## config.mk

```make
export PLATFORM = sky130hd
export DESIGN_NAME = dds_phase_gen_flat
export DESIGN_NICKNAME = d
export VERILOG_FILES = /design/src/rtl/dds_phase_gen_if.sv /design/src/rtl/dds_phase_gen.sv /design/src/flat_wrapper.sv
export SDC_FILE = /design/constraint.sdc
export NUM_CORES = 1
export LEC_CHECK = 0
export CAP_MARGIN = 20
export CORE_MARGIN = 2
export CORE_UTILIZATION = 25
export DETAILED_ROUTE_END_ITERATION = 10
export PLACE_DENSITY = 0.56
export RECOVER_POWER = 100
export SLEW_MARGIN = 0
export SYNTH_ARGS = -nofsm -noshare
export SYNTH_HDL_FRONTEND = slang
export SYNTH_SLANG_ARGS = --single-unit
```

## constraint.sdc

```tcl
create_clock -name CLK -period 7.6 [get_ports CLK]
set_clock_uncertainty 0.05 [all_clocks]
set_input_delay 0.76 -clock CLK [delete_from_list [all_inputs] [get_ports CLK]]
set_output_delay 0.76 -clock CLK [all_outputs]
set_load 0.005 [all_outputs]
```

## src/rtl/dds_phase_gen_if.sv

```systemverilog
// DDS channel bus: frequency-word inputs, phase controls,
// quarter-wave ROM port and DAC sample output.
interface dds_phase_gen_if #(
    parameter int ADDR_W = 10,
    parameter int DATA_W = 14
);
    logic              EN;
    logic              PHASE_CLR;
    logic [15:0]       FREQ_H;
    logic [15:0]       FREQ_L;
    logic [15:0]       PHASE_OFS;
    logic [ADDR_W-3:0] ROM_ADDR;
    logic [DATA_W-2:0] ROM_DATA;
    logic [DATA_W-1:0] DA_DATA;
    logic              DA_VALID;
    logic [31:0]       FREQ_ACT;
    logic              FW_PENDING;

    modport master (
        output EN,
        output PHASE_CLR,
        output FREQ_H,
        output FREQ_L,
        output PHASE_OFS,
        output ROM_DATA,
        input  ROM_ADDR,
        input  DA_DATA,
        input  DA_VALID,
        input  FREQ_ACT,
        input  FW_PENDING
    );

    modport slave (
        input  EN,
        input  PHASE_CLR,
        input  FREQ_H,
        input  FREQ_L,
        input  PHASE_OFS,
        input  ROM_DATA,
        output ROM_ADDR,
        output DA_DATA,
        output DA_VALID,
        output FREQ_ACT,
        output FW_PENDING
    );
endinterface

```

## src/rtl/dds_phase_gen.sv

```systemverilog
// DDS phase generator: debounced tuning word, phase accumulator,
// quarter-wave fold and offset-binary DAC sample rebuild.
module dds_phase_gen #(
    parameter int ACC_W      = 32,
    parameter int ADDR_W     = 10,
    parameter int DATA_W     = 14,
    parameter int STABLE_CYC = 4
) (
    input logic            CLK,
    input logic            RST_N,
    dds_phase_gen_if.slave bus
);
    localparam int CNT_W = $clog2(STABLE_CYC + 1);
    localparam int IDX_W = ADDR_W - 2;
    localparam logic [DATA_W-1:0] MID = DATA_W'(1) << (DATA_W - 1);

    logic [31:0]       word;
    logic [31:0]       cand_q;
    logic [CNT_W-1:0]  cnt;
    logic [CNT_W-1:0]  cnt_nxt;
    logic              match;
    logic [31:0]       freq_act;

    logic [ACC_W-1:0]  acc;
    logic              en0;

    logic [ADDR_W-1:0] ph_hi;
    logic [1:0]        quad;
    logic [IDX_W-1:0]  idx;
    logic [IDX_W-1:0]  rom_addr;
    logic              sign1;
    logic              v1;

    logic              sign2;
    logic              v2;

    logic [DATA_W-1:0] rom_ext;
    logic [DATA_W-1:0] da_data;
    logic              da_valid;

    assign word  = {bus.FREQ_H, bus.FREQ_L};
    assign match = (word == cand_q);

    always_comb begin
        cnt_nxt = '0;
        if (match) begin
            if (cnt == CNT_W'(STABLE_CYC))
                cnt_nxt = cnt;
            else
                cnt_nxt = cnt + 1'b1;
        end
    end

    // A word commits only after it has been seen STABLE_CYC+1 times.
    always_ff @(posedge CLK) begin
        if (!RST_N) begin
            cand_q   <= '0;
            cnt      <= '0;
            freq_act <= '0;
        end else begin
            cand_q <= word;
            cnt    <= cnt_nxt;
            if (match && cnt == CNT_W'(STABLE_CYC - 1))
                freq_act <= cand_q;
        end
    end

    always_ff @(posedge CLK) begin
        if (!RST_N) begin
            acc <= '0;
            en0 <= 1'b0;
        end else begin
            en0 <= bus.EN;
            if (bus.PHASE_CLR)
                acc <= '0;
            else if (bus.EN)
                acc <= acc + ACC_W'(freq_act);
        end
    end

    // Only the top ADDR_W bits of the offset phase drive the fold.
    assign ph_hi = ADDR_W'((acc[ACC_W-1 -: 16] + bus.PHASE_OFS)
                           >> (16 - ADDR_W));
    assign quad  = ph_hi[ADDR_W-1 -: 2];
    assign idx   = ph_hi[IDX_W-1:0];

    always_ff @(posedge CLK) begin
        if (!RST_N) begin
            rom_addr <= '0;
            sign1    <= 1'b0;
            v1       <= 1'b0;
        end else begin
            rom_addr <= quad[0] ? ~idx : idx;
            sign1    <= quad[1];
            v1       <= en0;
        end
    end

    always_ff @(posedge CLK) begin
        if (!RST_N) begin
            sign2 <= 1'b0;
            v2    <= 1'b0;
        end else begin
            sign2 <= sign1;
            v2    <= v1;
        end
    end

    assign rom_ext = {1'b0, bus.ROM_DATA};

    always_ff @(posedge CLK) begin
        if (!RST_N) begin
            da_data  <= MID;
            da_valid <= 1'b0;
        end else begin
            da_data  <= sign2 ? MID - rom_ext : MID + rom_ext;
            da_valid <= v2;
        end
    end

    assign bus.ROM_ADDR   = rom_addr;
    assign bus.DA_DATA    = da_data;
    assign bus.DA_VALID   = da_valid;
    assign bus.FREQ_ACT   = freq_act;
    assign bus.FW_PENDING = (cand_q != freq_act);
endmodule

```

## src/flat_wrapper.sv

```systemverilog
// flat-port wrapper written by rule: the top's interface ports become plain ports
module dds_phase_gen_flat 
#(
    parameter int ACC_W      = 32,
    parameter int ADDR_W     = 10,
    parameter int DATA_W     = 14,
    parameter int STABLE_CYC = 4
)
  (CLK, RST_N, bus_EN, bus_PHASE_CLR, bus_FREQ_H, bus_FREQ_L, bus_PHASE_OFS, bus_ROM_DATA, bus_ROM_ADDR, bus_DA_DATA, bus_DA_VALID, bus_FREQ_ACT, bus_FW_PENDING);
  dds_phase_gen_if #(.ADDR_W(ADDR_W), .DATA_W(DATA_W)) bus_i ();
  input logic CLK;
  input logic RST_N;
  input wire logic [$bits(bus_i.EN)-1:0] bus_EN;
  input wire logic [$bits(bus_i.PHASE_CLR)-1:0] bus_PHASE_CLR;
  input wire logic [$bits(bus_i.FREQ_H)-1:0] bus_FREQ_H;
  input wire logic [$bits(bus_i.FREQ_L)-1:0] bus_FREQ_L;
  input wire logic [$bits(bus_i.PHASE_OFS)-1:0] bus_PHASE_OFS;
  input wire logic [$bits(bus_i.ROM_DATA)-1:0] bus_ROM_DATA;
  output wire logic [$bits(bus_i.ROM_ADDR)-1:0] bus_ROM_ADDR;
  output wire logic [$bits(bus_i.DA_DATA)-1:0] bus_DA_DATA;
  output wire logic [$bits(bus_i.DA_VALID)-1:0] bus_DA_VALID;
  output wire logic [$bits(bus_i.FREQ_ACT)-1:0] bus_FREQ_ACT;
  output wire logic [$bits(bus_i.FW_PENDING)-1:0] bus_FW_PENDING;
  assign bus_i.EN = bus_EN;
  assign bus_i.PHASE_CLR = bus_PHASE_CLR;
  assign bus_i.FREQ_H = bus_FREQ_H;
  assign bus_i.FREQ_L = bus_FREQ_L;
  assign bus_i.PHASE_OFS = bus_PHASE_OFS;
  assign bus_i.ROM_DATA = bus_ROM_DATA;
  assign bus_ROM_ADDR = bus_i.ROM_ADDR;
  assign bus_DA_DATA = bus_i.DA_DATA;
  assign bus_DA_VALID = bus_i.DA_VALID;
  assign bus_FREQ_ACT = bus_i.FREQ_ACT;
  assign bus_FW_PENDING = bus_i.FW_PENDING;
  dds_phase_gen #(.ACC_W(ACC_W), .ADDR_W(ADDR_W), .DATA_W(DATA_W), .STABLE_CYC(STABLE_CYC)) u_core (.CLK(CLK), .RST_N(RST_N), .bus(bus_i));
endmodule
```

==> impl_metrics.tcl, run 1 <==
set metrics [dict create \
    outcome "finished, violations left" \
    violations "capacitance limit, slew limit" \
    synth_edf_count 0 \
    fmax_mhz 218 \
    p_sw_uw 383 \
    cts_hold_buffers 0 \
    synth_cell_types 53 \
    p_per_area_nw_per_um2 187 \
    ys_seq_area_share_pct 35.2 \
    vias_per_cell 4.56 \
    rr_worst_depth 11 \
    yosys.area_share.simple_pct 18.8 \
    cap_viol_max_count 2 \
    worstHoldPathType "reg -> reg" \
    dr_total_vias 5934 \
    yosysWarnings 0 \
    clockBufferDepth 2 \
    row_count 62 \
    rr_endpoint "u_core.acc[28]" \
    wl_mm 20.9 \
    clockRootBuffer "clkbuf_16" \
    synth_xor_area_share_pct 14.3 \
    worst_setup_path_end_kind "register" \
    met2_length_mm 9.45 \
    finalSetupTns_ns 0 \
    place.gp.congestion 0.864 \
    setup.worst_path.end "u_core.acc[28]" \
    cp_max_fo 95 \
    grt_max_degree 96 \
    numClockSinks 127 \
    synth_top_family_by_area "simple AND/OR/NAND/NOR gates" \
    grt_pass1_vias 5732 \
    drt-initial-drc-count 387 \
    ys_top_cells_by_area "dfxtp_1, ha_1, xnor2_1, mux2i_1, xor2_1" \
    insertion_delay_ns 0.42 \
    synthMuxAreaShare_pct 7.77 \
    combPwrFrac_pct 8.2 \
    p_sw_share_pct 21.6 \
    numPortBuffers 120 \
    cts_made_buffers 17 \
    nets 1017 \
    yosys.area.top_type_share_pct 35.2 \
    r2r_slack_ns 4.14 \
    fin_crit_sh_pct 60.4 \
    core_um2 28600 \
    syn_area_per_cell_um2 9.17 \
    initial_core_util_pct 25.3 \
    seqPwrFrac_pct 39.5 \
    drc 0 \
    drtPass1Iterations 5 \
    fillers 2968 \
    yosysTopAreaCell "dfxtp_1" \
    fin_area_um2 9480 \
    dpl.hpwl_mm 16.0 \
    dr_wl_met3_mm 1.20 \
    die_area_um2 30300 \
    critPathLaunchType "primary input" \
    wire_per_inst_um 16.1 \
    syn_nets 903 \
    die_h_um 174 \
    cts.repair.resized 0 \
    htreeDepth 4 \
    ir_drop_uv 160 \
    grt_first_pass_wirelength_mm 32.2 \
    ys_ff_latch 127 \
    clk_pin_slew_worst_paths_ns 0.06 \
    synth_compound_area_share_pct 12.8 \
    postCtsSetupBuffers 0 \
    ant_nets 0 \
    synth_cells 788 \
    cp-startpoint "RST_N" \
    r2r-start "u_core.bus.FREQ_ACT[0]" \
    grtUsageTotal_pct 13.7 \
    period_needed_ns 4.59 \
    crit_type "in -> reg" \
    power.leakage_nw 4.20 \
    io_pins 121 \
    area_growth_pct 31.2 \
    rsz0062_at_grt "false" \
    fp.dieW_um 174 \
    slew_headroom_pct -120 \
    wl_met1_mm 9.94 \
    cts_tree "yes" \
    p_int_mw 1.39 \
    arrival_ns 4.90 \
    grt_overflow 0 \
    synth_fa_ha_area_share_pct 8.76 \
    clkPwrFrac_pct 52.4 \
    top_layer "met4" \
    syn_area_um2 7230 \
    drive_gt1_share_pct 4.48 \
    drv_slew 126 \
    worst_pin_slew_ns 3.30 \
    hold_viol_final 0 \
    finalSetupViolations 0 \
    grt_antenna_before_repair 1 \
    synthArstFlopShare_pct 0 \
    crit_required_ns 7.90 \
    place_area_um2 8830 \
    ys.flop_type "dfxtp_1" \
]
==> cell type report <==
cell class | instances | area, um^2 | area share (%)
Clock inverter | 11 | 211 | 2.23
Timing Repair Buffer | 124 | 1220 | 12.9
Multi-Input combinational cell | 615 | 4510 | 47.6
Tap cell | 384 | 480 | 5.07
Sequential cell | 127 | 2540 | 26.8
Antenna cell | 1 | 2.50 | 0.0264
Inverter | 17 | 63.8 | 0.673
Clock buffer | 21 | 450 | 4.75
==> how the worst min path moves through the flow <==
stage,to,startpoint,cells after the start,slack [ns]
final,u_core.v1,u_core.en0,1,0.38
after global routing,u_core.v1,u_core.en0,1,0.39
after CTS,u_core.v1,u_core.en0,1,0.38
after detailed placement,u_core.v1,u_core.en0,1,0.37
after global placement,u_core.bus.DA_VALID,u_core.v2,1,0.36
after floorplan,u_core.bus.DA_VALID,u_core.v2,1,0.36
==> cells in the mapped netlist, types with 2 or more instances <==
master    instances
o22ai_1           3
dfxtp_1         127
clkbuf_1         18
nor3_1            5
a21oi_1          42
nor4_1           12
nand2b_1         10
xor2_1           49
o21ai_0          25
o311ai_0          2
xnor2_1          67
mux2i_1          55
nand3_1          11
nor2_1           44
nand4_1          18
o21ai_1           2
buf_1             8
a21o_1           19
o21a_1            4
ha_1             49
o221ai_1          3
buf_2             3
a211oi_1          5
nand2_1          41
nor2b_1          42
o21bai_1         10
a31oi_1           6
or4_1             3
o31ai_1           7
or3_1             4
inv_1            16
and3_1            4
and2_1           54
==> power groups by stage <==
stage	logic, mW	registers (mW)	clock network [mW]
after floorplan	0.0691	0.711	0
after global placement	0.148	0.714	0
after detailed placement	0.149	0.714	0
after CTS	0.150	0.700	0.944
after global routing	0.158	0.701	0.976
final	0.145	0.699	0.928
==> worst max-delay path, stage by stage <==
cell      delay [ns]
buf_2           0.07
clkbuf_1        2.31
nand2b_1        0.09
clkbuf_1        0.76
or3_1           0.60
mux2i_1         0.15
a311o_1         0.13
==> per-layer routing <==
layer  up-vias  track usage, %
li1       2993               -
met1      2759            18.1
met2       161            22.1
met3        21            3.30
met4         0            4.38
met5         -               0
==> cells in the final DEF (no fill, tap or decap), types with 4 or more instances in the layout <==
cell type / count
dfxtp_1: 127
xnor2_1: 67
clkdlybuf4s50_1: 63
dlygate4sd3_1: 56
mux2i_1: 55
xor2_1: 49
ha_1: 49
nor2_1: 44
nor2b_1: 42
a21oi_1: 42
nand2_1: 40
and2_1: 35
o21ai_0: 25
and2_0: 19
a21o_1: 19
nand4_1: 18
clkbuf_16: 17
inv_1: 16
nor4_1: 12
nand3_1: 11
o21bai_1: 10
nand2b_1: 10
o31ai_1: 7
a31oi_1: 6
bufinv_16: 6
a211oi_1: 5
nor3_1: 5
clkbuf_1: 5
or3_1: 4
and3_1: 4
o21a_1: 4
==> registers in the layout (all words and copies together), names as in the netlist <==
name	count
u_core.cand_q	32
u_core.v1	1
u_core.acc	32
u_core.bus.DA_VALID	1
u_core.sign2	1
u_core.bus.FREQ_ACT	32
u_core.bus.ROM_ADDR	8
u_core.cnt	3
u_core.v2	1
u_core.en0	1
u_core.sign1	1
u_core.bus.DA_DATA	14
==> kinds of logic (layout without fill, tap and decap cells) <==
| logic type | after synthesis | in the layout |
|---|---|---|
| buf+inv | 46 | 173 |
| simple gates | 252 | 252 |
| other cells | 0 | 1 |
| compound gates | 140 | 140 |
| mux | 56 | 56 |
| fa+ha+maj | 50 | 50 |
| xor+xnor | 117 | 117 |
| flops | 127 | 127 |
==> through the flow <==
| stage | worst slack [ns] | instances | util [%] | hold slack (ns) | power [mW] |
|---|---|---|---|---|---|
| 2_1_floorplan | 4.67 | 788 | - | 0.362 | 0.780 |
| 3_3_place_gp | 3.98 | 1267 | 30.8 | 0.363 | 0.862 |
| 3_5_place_dp | 3.91 | 1267 | 30.8 | 0.371 | 0.863 |
| 4_1_cts | 4.10 | 1299 | 33.1 | 0.385 | 1.79 |
| 5_1_grt | 2.46 | 1300 | 33.1 | 0.395 | 1.83 |
| 6_report | 3.01 | 1300 | 33.1 | 0.380 | 1.77 |
(Power assumes the default switching activity.)
==> run 2, diff against run 1 <==
==> constraint.sdc (replaced) <==
create_clock -name CLK -period 4.7 [get_ports CLK]
set_clock_uncertainty 0.05 [all_clocks]
set_input_delay 0.47 -clock CLK [delete_from_list [all_inputs] [get_ports CLK]]
set_output_delay 0.47 -clock CLK [all_outputs]
set_load 0.005 [all_outputs]
==> run 2 against run 1 <==
The run still ends with capacitance limit, slew limit left. Register-to-register slack got worse by 2.8 ns. Highest routed layer unchanged. First-iteration DRC count decreased by 21%. Global-route usage increased by 0.15 points. Non-clock buffer count increased by 1. Hold slack improved by 0.0093 ns. Power increased by 57%. Critical endpoint is now u_core.bus.FREQ_ACT[8]. Sequential share of layout area increased by 0.19 points. Largest cell class unchanged. Wire length decreased by 0.51%.
==> impl_metrics.tcl, run 2 (same netlist as run 1, synthesis figures left out) <==
set metrics [dict create \
    nets 1018 \
    core_um2 28600 \
    slew_headroom_pct -16.2 \
    grt_first_pass_wirelength_mm 32.5 \
    clockRootBuffer "clkbuf_16" \
    insertion_delay_ns 0.42 \
    drv_slew 23 \
    drc 0 \
    place_ws_ns 1.33 \
    worst_setup_path_end_kind "register" \
    path_cells "dlygate4sd3_1 > xor2_1 > nor4_1 > nand4_1 > nor2_1 > nand2_1 > clkbuf_1 > mux2i_1 > nor2b_1" \
    hold_viol_final 0 \
    grt_overflow 0 \
    cts.repair.resized 0 \
    finalWorstSetupSlack_ns 1.09 \
    cts_made_buffers 17 \
    power.leakage_nw 4.16 \
    crit_required_ns 4.96 \
    io_pins 121 \
    final_cell_mix "dfxtp_1, xnor2_1, dlygate4sd3_1" \
    arrival_ns 3.87 \
    ant_nets 0 \
    cpMaxStageDelayCell "clkbuf_1" \
    die_area_um2 30300 \
    initial_core_util_pct 25.3 \
    grt_antenna_before_repair 0 \
    clk_pin_slew_worst_paths_ns 0.06 \
    dr_total_vias 5854 \
    dpl.hpwl_mm 16.2 \
    met2_usage_pct 22.2 \
    clockBufferDepth 2 \
    vias_per_cell 4.50 \
    worst_pin_slew_ns 1.74 \
    postCtsSetupBuffers 0 \
    busiest_layer "met2" \
    area_growth_pct 30.2 \
    worstHoldPathType "reg -> reg" \
    critPathLaunchType "primary input" \
    fillers 2967 \
    met3_usage_pct 3.52 \
    finalSetupViolations 0 \
    grt_pass1_vias 5703 \
    p_per_area_nw_per_um2 296 \
    cts_hold_buffers 0 \
    grt_max_degree 95 \
    grtUsageTotal_pct 13.9 \
    outcome "finished, violations left" \
    ir_drop_uv 219 \
    numPortBuffers 120 \
    cp_max_fo 22 \
    row_count 62 \
    layout_commonest_cell "dfxtp_1" \
    crit_type "in -> reg" \
    drtPass1Iterations 5 \
    fin_crit_sh_pct 76.9 \
    rsz0062_at_grt "false" \
    place.gp.congestion 0.852 \
    drt-initial-drc-count 307 \
    numClockSinks 127 \
    diodes 0 \
    cap_viol_max_count 1 \
    wl_mm 20.8 \
    violations "capacitance limit, slew limit" \
    met1_usage_pct 18.9 \
    fp.dieW_um 174 \
    fmax_mhz 277 \
    period_needed_ns 3.61 \
    cts_tree "yes" \
    htreeDepth 4 \
    slowest_delay_ns 0.81 \
    drive_gt1_share_pct 4.15 \
    finalSetupTns_ns 0 \
    wire_per_inst_um 16.0 \
    die_h_um 174 \
    worst_hold_slack_ns 0.389 \
]
run 2: cell types whose count changed in the layout (fill, tap and decap cells not counted), moves of 3 or more:
cell,change
and2_0,-4
and2_1,+4
clkdlybuf4s50_1,-4
clkinv_4,+4
dlygate4sd3_1,+4
inv_6,+3
run 2: critical path, delay by kind of cell:
kind,cells,cell delay (ns)
AND/OR/NAND/NOR,5,1.48
multiplexers,1,0.37
XOR/XNOR,1,0.15
buffers and inverters,2,1.38
run 2: metal layers:
metal,vias up,part of all wire (%)
met1,2721,48
met2,142,45
met3,16,5.2
li1,2975,-
met4,0,1.0
met5,-,0
run 2: stage by stage:
step	utilization [%]	instances	instance area (um^2)	total power [mW]
global placement	30.9	1268	8830	1.40
floorplan	-	788	7230	1.26
detailed placement	30.9	1268	8830	1.39
global route	32.9	1300	9420	2.90
CTS	33.1	1300	9470	2.84
finish	32.9	1300	9420	2.79
run 2: path summary, 6_finish.rpt:
kind / cells past startpoint / from / to / slack [ns]
setup / recovery: 9 / bus_FREQ_H[13] / u_core.bus.FREQ_ACT[8] / 1.09
hold / removal: 1 / u_core.en0 / u_core.v1 / 0.39
setup reg to reg: 8 / u_core.cand_q[29] / u_core.bus.FREQ_ACT[8] / 1.31
hold reg to reg: 1 / u_core.en0 / u_core.v1 / 0.39
run 2: layout make-up:
cell class	count	area (um^2)	share of cell area, %
Clock buffer	17	425	4.52
Clock inverter	15	210	2.23
Inverter	17	63.8	0.678
Multi-Input combinational cell	615	4470	47.5
Sequential cell	127	2540	27.0
Tap cell	384	480	5.10
Timing Repair Buffer	125	1220	13.0
run 2: report_power, final:
part | leakage [nW] | internal (mW) | switching [mW] | total [mW]
sequential | 1.04 | 1.11 | 0.0229 | 1.13
clock | 0.304 | 0.895 | 0.535 | 1.43
combinational | 2.82 | 0.128 | 0.101 | 0.229
total | 4.16 | 2.13 | 0.659 | 2.79
==> run 3, diff against run 2 <==
--- a/config.mk
+++ b/config.mk
@@ -9,7 +9,7 @@
 export CORE_MARGIN = 2
 export CORE_UTILIZATION = 25
 export DETAILED_ROUTE_END_ITERATION = 10
-export PLACE_DENSITY = 0.56
+export PLACE_DENSITY = 0.57
 export RECOVER_POWER = 100
 export SLEW_MARGIN = 0
 export SYNTH_ARGS = -nofsm -noshare
==> constraint.sdc (replaced) <==
create_clock -name CLK -period 3 [get_ports CLK]
set_clock_uncertainty 0.05 [all_clocks]
set_input_delay 0.3 -clock CLK [delete_from_list [all_inputs] [get_ports CLK]]
set_output_delay 0.3 -clock CLK [all_outputs]
set_load 0.005 [all_outputs]
==> run 3 against run 2 <==
The run still ends with capacitance limit, slew limit left. Setup slack got worse by 0.98 ns. Combinational power increased by 62%. Largest cell class unchanged. Final area increased by 2.8%. Final cell count increased by 2.5%. Global-route usage increased by 0.23 points.
==> impl_metrics.tcl, run 3 (same netlist as run 1, synthesis figures left out) <==
set metrics [dict create \
    grt_first_pass_wirelength_mm 33.1 \
    io_pins 121 \
    grt_max_degree 94 \
    place.gp.congestion 0.843 \
    cap_viol_max_count 1 \
    power.leakage_nw 4.28 \
    drt-initial-drc-count 242 \
    grtUsageTotal_pct 14.1 \
    fmax_mhz 345 \
    whs_path_depth 1 \
    fillers 2987 \
    diodes 0 \
    area_growth_pct 33.8 \
    slew_headroom_pct -2.23 \
    cp_max_fo 3 \
    ir_drop_uv 348 \
    drv_slew 94 \
    met2_usage_pct 22.7 \
    instances_no_fill 1332 \
    critPathLaunchType "register" \
    drive_gt1_share_pct 7.81 \
    vias_per_cell 4.49 \
    grt_antenna_before_repair 0 \
    clockRootBuffer "clkbuf_16" \
    worstHoldPathType "reg -> reg" \
    clockBufferDepth 2 \
    fin_crit_sh_pct 96.6 \
    p_per_area_nw_per_um2 444 \
    crit_required_ns 2.65 \
    period_needed_ns 2.90 \
    cts_hold_buffers 0 \
    row_count 62 \
    busiest_layer "met2" \
    drc 0 \
    worst_setup_path_end_kind "primary output" \
    outcome "finished, violations left" \
    multiInputGateArea_um2 4530 \
    dr_total_vias 5979 \
    finalSetupViolations 0 \
    ff_latch_area_um2 2540 \
    finalSetupTns_ns 0 \
    met3_usage_pct 3.30 \
    core_um2 28600 \
    insertion_delay_ns 0.43 \
    grt_pass1_vias 6007 \
    dp_cells 1298 \
    final_cell_mix "dfxtp_1, clkdlybuf4s50_1, xnor2_1" \
    drtPass1Iterations 5 \
    initial_core_util_pct 25.3 \
    wire_per_inst_um 15.8 \
    clk_pin_slew_worst_paths_ns 0.06 \
    layout_commonest_cell "dfxtp_1" \
    met1_usage_pct 18.5 \
    cts_tree "yes" \
    dpl.hpwl_mm 16.2 \
    fp.dieW_um 174 \
    hold_viol_final 0 \
    cts_made_buffers 17 \
    htreeDepth 4 \
    worst_pin_slew_ns 1.53 \
    arrival_ns 2.55 \
    worst_hold_slack_ns 0.382 \
    numClockSinks 127 \
    rr_worst_depth 12 \
    violations "capacitance limit, slew limit" \
    nets 1050 \
    ant_nets 0 \
    wl_mm 21.0 \
    numPortBuffers 120 \
    grt_overflow 0 \
    die_h_um 174 \
    crit_type "reg -> out" \
    die_area_um2 30300 \
]
==> run 3: worst paths after layout <==
check,from,endpoint,slack (ns)
worst max-delay path,u_core.bus.FREQ_ACT[13],bus_FW_PENDING,0.10
worst max register to register,u_core.bus.FREQ_ACT[0],u_core.acc[26],0.16
worst min register to register,u_core.v2,u_core.bus.DA_VALID,0.38
worst min-delay path,u_core.v2,u_core.bus.DA_VALID,0.38
==> run 3: layout make-up <==
class,count,area share [%]
inverters,17,0.660
multi-input cells,615,46.8
repair buffers,157,15.0
well taps,384,4.97
flip-flops and latches,127,26.3
clock inverters,13,1.71
clock buffers,19,4.58
==> run 3: per-layer routing <==
metal	vias up	share of wire, %
met1	2766	48
met5	-	0
met4	0	1.7
met2	153	46
li1	3041	-
met3	19	4.6
==> run 3: timing repair <==
item,CTS,global route
gates resized for setup,0,9
buffers inserted,0,2
endpoints found under the setup margin,0,6
==> run 3: through the flow <==
step                total power, mW  area, um^2  util (%)  worst slack [ns]
floorplan                      1.98        7230         -             0.167
finish                         4.30        9680      33.8             0.102
global placement               2.19        9070      31.7            0.0113
CTS                            4.37        9680      33.8            0.0175
detailed placement             2.19        9070      31.7          -0.00178
global route                   4.46        9680      33.8          -0.00849
==> run 3: power breakdown <==
group	switching (mW)	internal (mW)	total [mW]	leakage (nW)
Sequential	0.0338	1.74	1.77	1.04
Clock	0.831	1.33	2.16	0.285
Combinational	0.162	0.208	0.370	2.95
==> run 3: worst max-delay path, cell delays in order (launching register included) <==
cell             delay [ns]
dfxtp_1                0.33
buf_4                  0.15
xnor2_1                0.39
nand4_1                0.26
nor4_1                 0.36
nand2_1                0.16
clkdlybuf4s50_1        0.47
